### src/rtl/game2048_pkg.sv
// Shared 2048 game constants: move directions and button FSM states.
// Also provides the press-priority helper used by btn_move_ctrl.
package game2048_pkg;

  localparam logic [1:0] DIR_UP    = 2'b00;
  localparam logic [1:0] DIR_DOWN  = 2'b01;
  localparam logic [1:0] DIR_LEFT  = 2'b10;
  localparam logic [1:0] DIR_RIGHT = 2'b11;

  typedef enum logic [1:0] {
    ST_IDLE = 2'd0,
    ST_PEND = 2'd1,
    ST_HOLD = 2'd2
  } state_e;

  // ev bit order {R,L,D,U}; bit index equals the direction code.
  function automatic logic [1:0] pick_dir(input logic [3:0] ev);
    pick_dir = DIR_UP;
    priority case (1'b1)
      ev[0]:   pick_dir = DIR_UP;
      ev[1]:   pick_dir = DIR_DOWN;
      ev[2]:   pick_dir = DIR_LEFT;
      ev[3]:   pick_dir = DIR_RIGHT;
      default: pick_dir = DIR_UP;
    endcase
  endfunction

endpackage

### src/rtl/btn_debounce.sv
// One pushbutton: 2-flop synchronizer followed by a stability counter.
// Ports: clk, clr_n (sync active-low), btn_i raw level, level_o debounced.
module btn_debounce #(
  parameter int unsigned DEBOUNCE_CYCLES = 8
) (
  input  logic clk,
  input  logic clr_n,
  input  logic btn_i,
  output logic level_o
);

  localparam logic [7:0] CMAX = 8'(DEBOUNCE_CYCLES);

  if (DEBOUNCE_CYCLES < 1 || DEBOUNCE_CYCLES > 255) begin : g_chk
    $error("DEBOUNCE_CYCLES out of range");
  end

  logic [1:0] sync_q;
  logic [7:0] cnt_q, cnt_d, cnt_inc;
  logic       lvl_q, lvl_d;

  always_comb begin
    cnt_d   = '0;
    lvl_d   = lvl_q;
    cnt_inc = cnt_q + 8'd1;
    if (sync_q[1] != lvl_q) begin
      if (cnt_inc == CMAX) begin
        lvl_d = sync_q[1];
      end else begin
        cnt_d = cnt_inc;
      end
    end
  end

  always_ff @(posedge clk) begin
    if (!clr_n) begin
      sync_q <= '0;
      cnt_q  <= '0;
      lvl_q  <= 1'b0;
    end else begin
      sync_q <= {sync_q[0], btn_i};
      cnt_q  <= cnt_d;
      lvl_q  <= lvl_d;
    end
  end

  assign level_o = lvl_q;

endmodule

### src/rtl/btn_move_ctrl.sv
// Turns four debounced pushbuttons into valid/ready move commands.
// Ports: clk, clr_n (sync active-low), btnL/R/U/D raw levels,
// move_ready in; move_valid, move_dir out (registered).
// Optional BTN_AUTOREPEAT_EN: re-issue a held single direction.
module btn_move_ctrl
  import game2048_pkg::*;
#(
  parameter int unsigned DEBOUNCE_CYCLES = 8,
  parameter int unsigned REPEAT_CYCLES   = 128
) (
  input  logic       clk,
  input  logic       clr_n,
  input  logic       btnL,
  input  logic       btnR,
  input  logic       btnU,
  input  logic       btnD,
  input  logic       move_ready,
  output logic       move_valid,
  output logic [1:0] move_dir
);

  if (REPEAT_CYCLES < 1 || REPEAT_CYCLES > 65535) begin : g_chk
    $error("REPEAT_CYCLES out of range");
  end

  // Bit order {R,L,D,U} so a bit index equals its direction code.
  logic [3:0] lvl;

  btn_debounce #(.DEBOUNCE_CYCLES(DEBOUNCE_CYCLES)) u_db_u (
    .clk(clk), .clr_n(clr_n), .btn_i(btnU), .level_o(lvl[0])
  );
  btn_debounce #(.DEBOUNCE_CYCLES(DEBOUNCE_CYCLES)) u_db_d (
    .clk(clk), .clr_n(clr_n), .btn_i(btnD), .level_o(lvl[1])
  );
  btn_debounce #(.DEBOUNCE_CYCLES(DEBOUNCE_CYCLES)) u_db_l (
    .clk(clk), .clr_n(clr_n), .btn_i(btnL), .level_o(lvl[2])
  );
  btn_debounce #(.DEBOUNCE_CYCLES(DEBOUNCE_CYCLES)) u_db_r (
    .clk(clk), .clr_n(clr_n), .btn_i(btnR), .level_o(lvl[3])
  );

  logic [3:0] prev_q, press_q;
  state_e     state_q, state_d;
  logic [1:0] dir_q, dir_d;
  logic       valid_q;

  // Press events are registered, adding the stage that sets the
  // DEBOUNCE_CYCLES+3 press-to-valid latency.
  always_ff @(posedge clk) begin
    if (!clr_n) begin
      prev_q  <= '0;
      press_q <= '0;
    end else begin
      prev_q  <= lvl;
      press_q <= lvl & ~prev_q;
    end
  end

`ifdef BTN_AUTOREPEAT_EN
  localparam logic [15:0] RMAX = 16'(REPEAT_CYCLES);

  logic [15:0] rep_q, rep_d, rep_inc;
  logic        rep_hit;

  // Runs only while the single held button is the latched one.
  always_comb begin
    rep_d   = '0;
    rep_hit = 1'b0;
    rep_inc = rep_q + 16'd1;
    if (state_q == ST_HOLD && lvl == (4'b0001 << dir_q)) begin
      if (rep_inc == RMAX) begin
        rep_hit = 1'b1;
      end else begin
        rep_d = rep_inc;
      end
    end
  end

  always_ff @(posedge clk) begin
    if (!clr_n) begin
      rep_q <= '0;
    end else begin
      rep_q <= rep_d;
    end
  end
`endif

  always_comb begin
    state_d = state_q;
    dir_d   = dir_q;
    unique case (state_q)
      ST_IDLE: begin
        if (|press_q) begin
          state_d = ST_PEND;
          dir_d   = pick_dir(press_q);
        end
      end
      ST_PEND: begin
        if (valid_q && move_ready) begin
          state_d = ST_HOLD;
        end
      end
      ST_HOLD: begin
        if (lvl == 4'b0000) begin
          state_d = ST_IDLE;
        end
`ifdef BTN_AUTOREPEAT_EN
        else if (rep_hit) begin
          state_d = ST_PEND;
        end
`endif
      end
      default: state_d = ST_IDLE;
    endcase
  end

  always_ff @(posedge clk) begin
    if (!clr_n) begin
      state_q <= ST_IDLE;
      dir_q   <= DIR_UP;
      valid_q <= 1'b0;
    end else begin
      state_q <= state_d;
      dir_q   <= dir_d;
      valid_q <= (state_d == ST_PEND);
    end
  end

  assign move_valid = valid_q;
  assign move_dir   = dir_q;

endmodule

### config.mk
export PLATFORM = sky130hd
export DESIGN_NAME = btn_move_ctrl
export DESIGN_NICKNAME = d
export VERILOG_FILES = /design/src/rtl/game2048_pkg.sv /design/src/rtl/btn_debounce.sv /design/src/rtl/btn_move_ctrl.sv
export SDC_FILE = /design/constraint.sdc
export NUM_CORES = 1
export LEC_CHECK = 0
export ABC_CLOCK_PERIOD_IN_PS = 1800
export CAP_MARGIN = 20
export CORE_ASPECT_RATIO = 1.4
export CORE_MARGIN = 2
export CORE_UTILIZATION = 61
export CTS_BUF_LIST = sky130_fd_sc_hd__clkbuf_4 sky130_fd_sc_hd__clkbuf_8
export DETAILED_ROUTE_END_ITERATION = 7
export PLACE_DENSITY = 0.8
export RECOVER_POWER = 100
export SYNTH_ARGS = -nofsm -noshare
export SYNTH_HDL_FRONTEND = slang
export SYNTH_SLANG_ARGS = --single-unit
### constraint.sdc
create_clock -name clk -period 1.8 [get_ports clk]
set_input_delay 0.36 -clock clk [delete_from_list [all_inputs] [get_ports clk]]
set_output_delay 0.36 -clock clk [all_outputs]
set_load 0.1 [all_outputs]
* Yosys cells after proc, flatten, opt, wreduce, memory -nomap -nowiden *
Index checks and enable logic that the tools add are counted.

cells by class
  reductions and logical operators = 13
  add/sub/neg operators = 4
  multiplexer cells = 8
  equality and inequality tests = 11
  bitwise gates (word level) = 7

operators with widths
  kind                   number
  $add A8 B1 Y8 const B  4
  $eq A8 B4 Y1 const B   4
  $mux W2                7
  $reduce_or A3 Y1       4
  $reduce_and A2 Y1      5
  $pmux W2 S3            1
  $not A1 Y1             5
  $and A4 B4 Y4          1
  $eq A2 B1 Y1 const B   2
  $logic_not A4 Y1       1
  $ne A1 B1 Y1           4
  $not A4 Y4             1
  $reduce_or A4 Y1       1
  $eq A2 B2 Y1 const B   1
  $logic_not A2 Y1       1
  $logic_and A1 B1 Y1    1

storage, ports and cells
  input bits = 7
  flip-flop bits (word level) = 57
  output and inout bits = 3

* Longest topological paths before layout *
  word-level depth = 4
  depth in mapped cells = 7

* Hierarchy *
Synthesis repeated with hierarchy kept, for this count alone.

unflattened totals
  cell total of the unflattened synthesis = 251
  area total of the unflattened synthesis = 2398.6 µm²

by module, submodules not included
  module         times used  cells an instance  area an instance (µm²)
  btn_debounce   4           53                 493.0
  btn_move_ctrl  1           39                 426.7

* Worst setup path after synthesis *
No wires, ideal clock.

  path type = register to register
  start = reg u_db_r.cnt_q[0]
  end = reg u_db_r.cnt_q[2]
  cell stages (with the launch flop) = 7
  arrival time = 1.456 ns
  slack = 0.214 ns
  path buffers = 1
  path through = dfxtp_1 > ha_1 > buf_4 > a211oi_2 > a41oi_2 > o41ai_4 > nor2_1

between the ends
  cells in the longest elaborated chain, start to end = 3

ends and longest elaborated chain
  what                        RTL line            source
  start: declaration          btn_debounce.sv:19  logic [7:0] cnt_q, cnt_d, cnt_inc;
  start signal: assignment    btn_debounce.sv:42  cnt_q <= cnt_d;
  $add A8 B1 Y8 (*)           btn_debounce.sv:25  cnt_inc = cnt_q + 8'd1;
  $eq A8 B4 Y1                btn_debounce.sv:27  if (cnt_inc == CMAX) begin
  $reduce_or A3 Y1 (no line)  --

Mark *: on every way between the ends. The rest lies on a longest branch, timed or not.
A chain may end at the register's enable or synchronous reset.

* Final worst setup path *
  start = reg u_db_r.cnt_q[2]
  end = reg u_db_r.cnt_q[4]

The elaborated chain is that of the path after synthesis.

==> results.toml <==
[run_status]
status = "finished, final reports clean"

[yosys]
syn_avg_cell_area_um2 = 9.36
ys.flop_type = "dfxtp_1"
ys_top_cells_by_area = "dfxtp_1 (48%), nor2_1 (7.3%), xnor2_1 (5.9%)"
synth_commonest_cells = "dfxtp_1 (57), nor2_1 (46), nand2_1 (24)"
syn_nets = 267
yosys.area.top_type = "dfxtp_1"
ys_seq_elements = 57
synthesis.area_mm2 = 0.00237
synth.distinct_cells = 38
synth.most_common_cell = "dfxtp_1"
yosys.area.top_type_share_pct = 48.2
synthArstFlopShare_pct = 0
yosysWarningCount = 0
postSynthCellCount = 253
synth-edff-count = 0
seq_area_frac_synth_pct = 48.2

[critical_path]
arrival_ns = 1.87
end_kind = "flip-flop"
worstSetupPathType = "reg2reg"
start_kind = "flip-flop"
worst-path-max-fanout = 7
r2r_cells = 5
endpoint = "u_db_r.cnt_q[4]"
rrSetupSlack_ns = 0.14
reg2reg_from = "u_db_r.cnt_q[2]"
r2r-end = "u_db_r.cnt_q[4]"
worstSetupStartpoint = "u_db_r.cnt_q[2]"
required_ns = 2.00

[grt]
grt_util_met3_pct = 7.67
grt_pass1_wl_um = 6620
busiest_layer = "met2"
antenna_found_initial = 0
met1_usage_pct = 22.2
use_met2_pct = 31.7
grt_use_total_pct = 19.6
grt_overflow_total = 0
grt_pass1_vias = 1629
grt_max_degree = 16

[die]
rows = 26
die_x_um = 56.7
die-area_mm2 = 0.00440
io_pins = 10
die_h_um = 77.7
start_util_pct = 64.4
core_mm2 = 0.00368

[sta]
timing.final.crit_share_pct = 92.3
rsz0062_at_grt = "false"
fmaxAchievable_ghz = 0.602
worstMarginPinSlew_ns = 0.554
relSlewSlack_pct = 62.8
skew_ns = 0.00725
drv_slew = 0
finalSetupViolCount = 0
finalHoldViolations = 0
period_needed_ns = 1.66
fin_setup_tns_ns = 0

[pwr]
p_leak_nw = 1.06
power_density_mw_per_mm2 = 891
seqPwrFrac_pct = 54.0
power_switching_mw = 0.470
ir_drop_v = 0.000887
intPower_mw = 1.90
pwr-share-comb_pct = 1.8
clkPwrFrac_pct = 44.2
netSwitchingFraction_pct = 19.8

[place]
io_buffers = 9
gp_congestion = 0.823
dpl.hpwl_um = 2530
post_dp_cell_area_mm2 = 0.00253
place_inst = 302

[clocking]
hold_buffers = 0
clockBufferDepth = 2
numCtsBuffers = 9
cts_tree = "yes"
postCtsSetupBuffers = 0
cts.clk_slew.worst_paths_ns = 0.06
cts.sinks = 57
clk_latency_ns = 0.32
cts_root_buffer = "clkbuf_8"
cts_max_level = 3

[cells_and_area]
antennaDiodeCount = 0
post_route_cells_drive_above_1_share_pct = 11.0
fin_nets = 285
design_area_mm2 = 0.00266
finalNonFillerCells = 315
syn_to_final_growth_pct = 12.3
fin_util_pct = 72.4
num-fill-cells = 270

[job]
timing.max_cap.violations = 0

[route]
vias_per_cell = 5.34
drt_wl_total_um = 3710
wl_per_cell_um = 11.8
first_iter_violations = 62
drt-pass1-iter-count = 4
drc = 0
ant_nets = 0
vias = 1681

[min_path]
hold_path.class = "reg2reg"
==> registers in the layout, indices dropped and copies added, names as in the netlist, 2 cells and up <==
signal / flops
move_dir: 2
press_q: 4
prev_q: 4
state_q: 2
u_db_d.cnt_q: 8
u_db_d.sync_q: 2
u_db_l.cnt_q: 8
u_db_l.sync_q: 2
u_db_r.cnt_q: 8
u_db_r.sync_q: 2
u_db_u.cnt_q: 8
u_db_u.sync_q: 2
==> kinds of logic (layout without fill, tap and decap cells) <==
kind of cell    after synthesis  in the layout  share of synthesized area [%]
fa+ha+maj                     7              7                           3.70
xor+xnor                     32             32                           11.8
compound gates               23             23                           8.82
mux                           5              5                           2.11
simple gates                112            112                           21.8
flops                        57             57                           48.2
buf+inv                      17             37                           3.54
==> power by group through the flow <==
stage	combinational [mW]	sequential [mW]	clock, mW
2_1_floorplan	0.0267	1.31	0
3_3_place_gp	0.0456	1.31	0
3_5_place_dp	0.0460	1.31	0
4_1_cts	0.0464	1.28	1.07
5_1_grt	0.0492	1.28	1.12
6_report	0.0427	1.28	1.05
==> how the worst min path moves through the flow <==
stage	start	slack (ns)	endpoint	cells after the start
global placement	prev_q[2]	0.37	press_q[2]	1
detailed placement	prev_q[0]	0.37	press_q[0]	1
floorplan	prev_q[0]	0.37	press_q[0]	1
CTS	prev_q[1]	0.38	press_q[1]	1
global route	prev_q[3]	0.40	press_q[3]	1
finish	prev_q[1]	0.38	press_q[1]	1
==> layout make-up <==
cell class,count,area (µm²),share of cell area (%)
tap,42,52.6,1.98
clock buffer,13,173,6.49
timing repair buffer,13,97.6,3.67
multi-input combinational,179,1150,43.4
inverter,11,41.3,1.55
sequential,57,1140,42.9
==> cells in the final DEF, fill, tap and decap left out, drive strengths merged, types with 4 or more instances in the layout <==
cell type and n:
a21oi 4, and2 10, and3 4, clkbuf 18, clkdlybuf4s50 5, dfxtp 57, ha 7, inv 11
mux2i 5, nand2 24, nand3 13, nand4 4, nor2 46, xnor2 16, xor2 16
==> per-layer routing <==
layer	wire, µm	vias up	part of all wire (%)
li1	-	880	-
met1	1700	757	46
met2	1770	35	48
met3	146	9	3.9
met4	97	0	2.6
met5	0	-	0
==> through the flow <==
step	hold slack (ns)	power (mW)	setup WS (ns)
final	0.380	2.37	0.138
after detailed placement	0.372	1.35	0.0751
after global routing	0.396	2.44	0.0146
after global placement	0.372	1.35	0.123
after floorplan	0.368	1.33	0.214
after CTS	0.384	2.39	0.0528
==> critical path, cell delays in order (launching register included) <==
cell	delay [ns]
dfxtp_1	0.37
and4_4	0.24
a211oi_2	0.24
a41oi_2	0.09
o41ai_4	0.51
nor2_1	0.09
==> repair_timing <==
| action | in CTS | in global routing |
|---|---|---|
| setup endpoints to repair | 0 | 13 |
| endpoints found under the hold margin | 0 | 0 |
| gates resized for setup | 0 | 3 |
(Power assumes the default switching activity.)
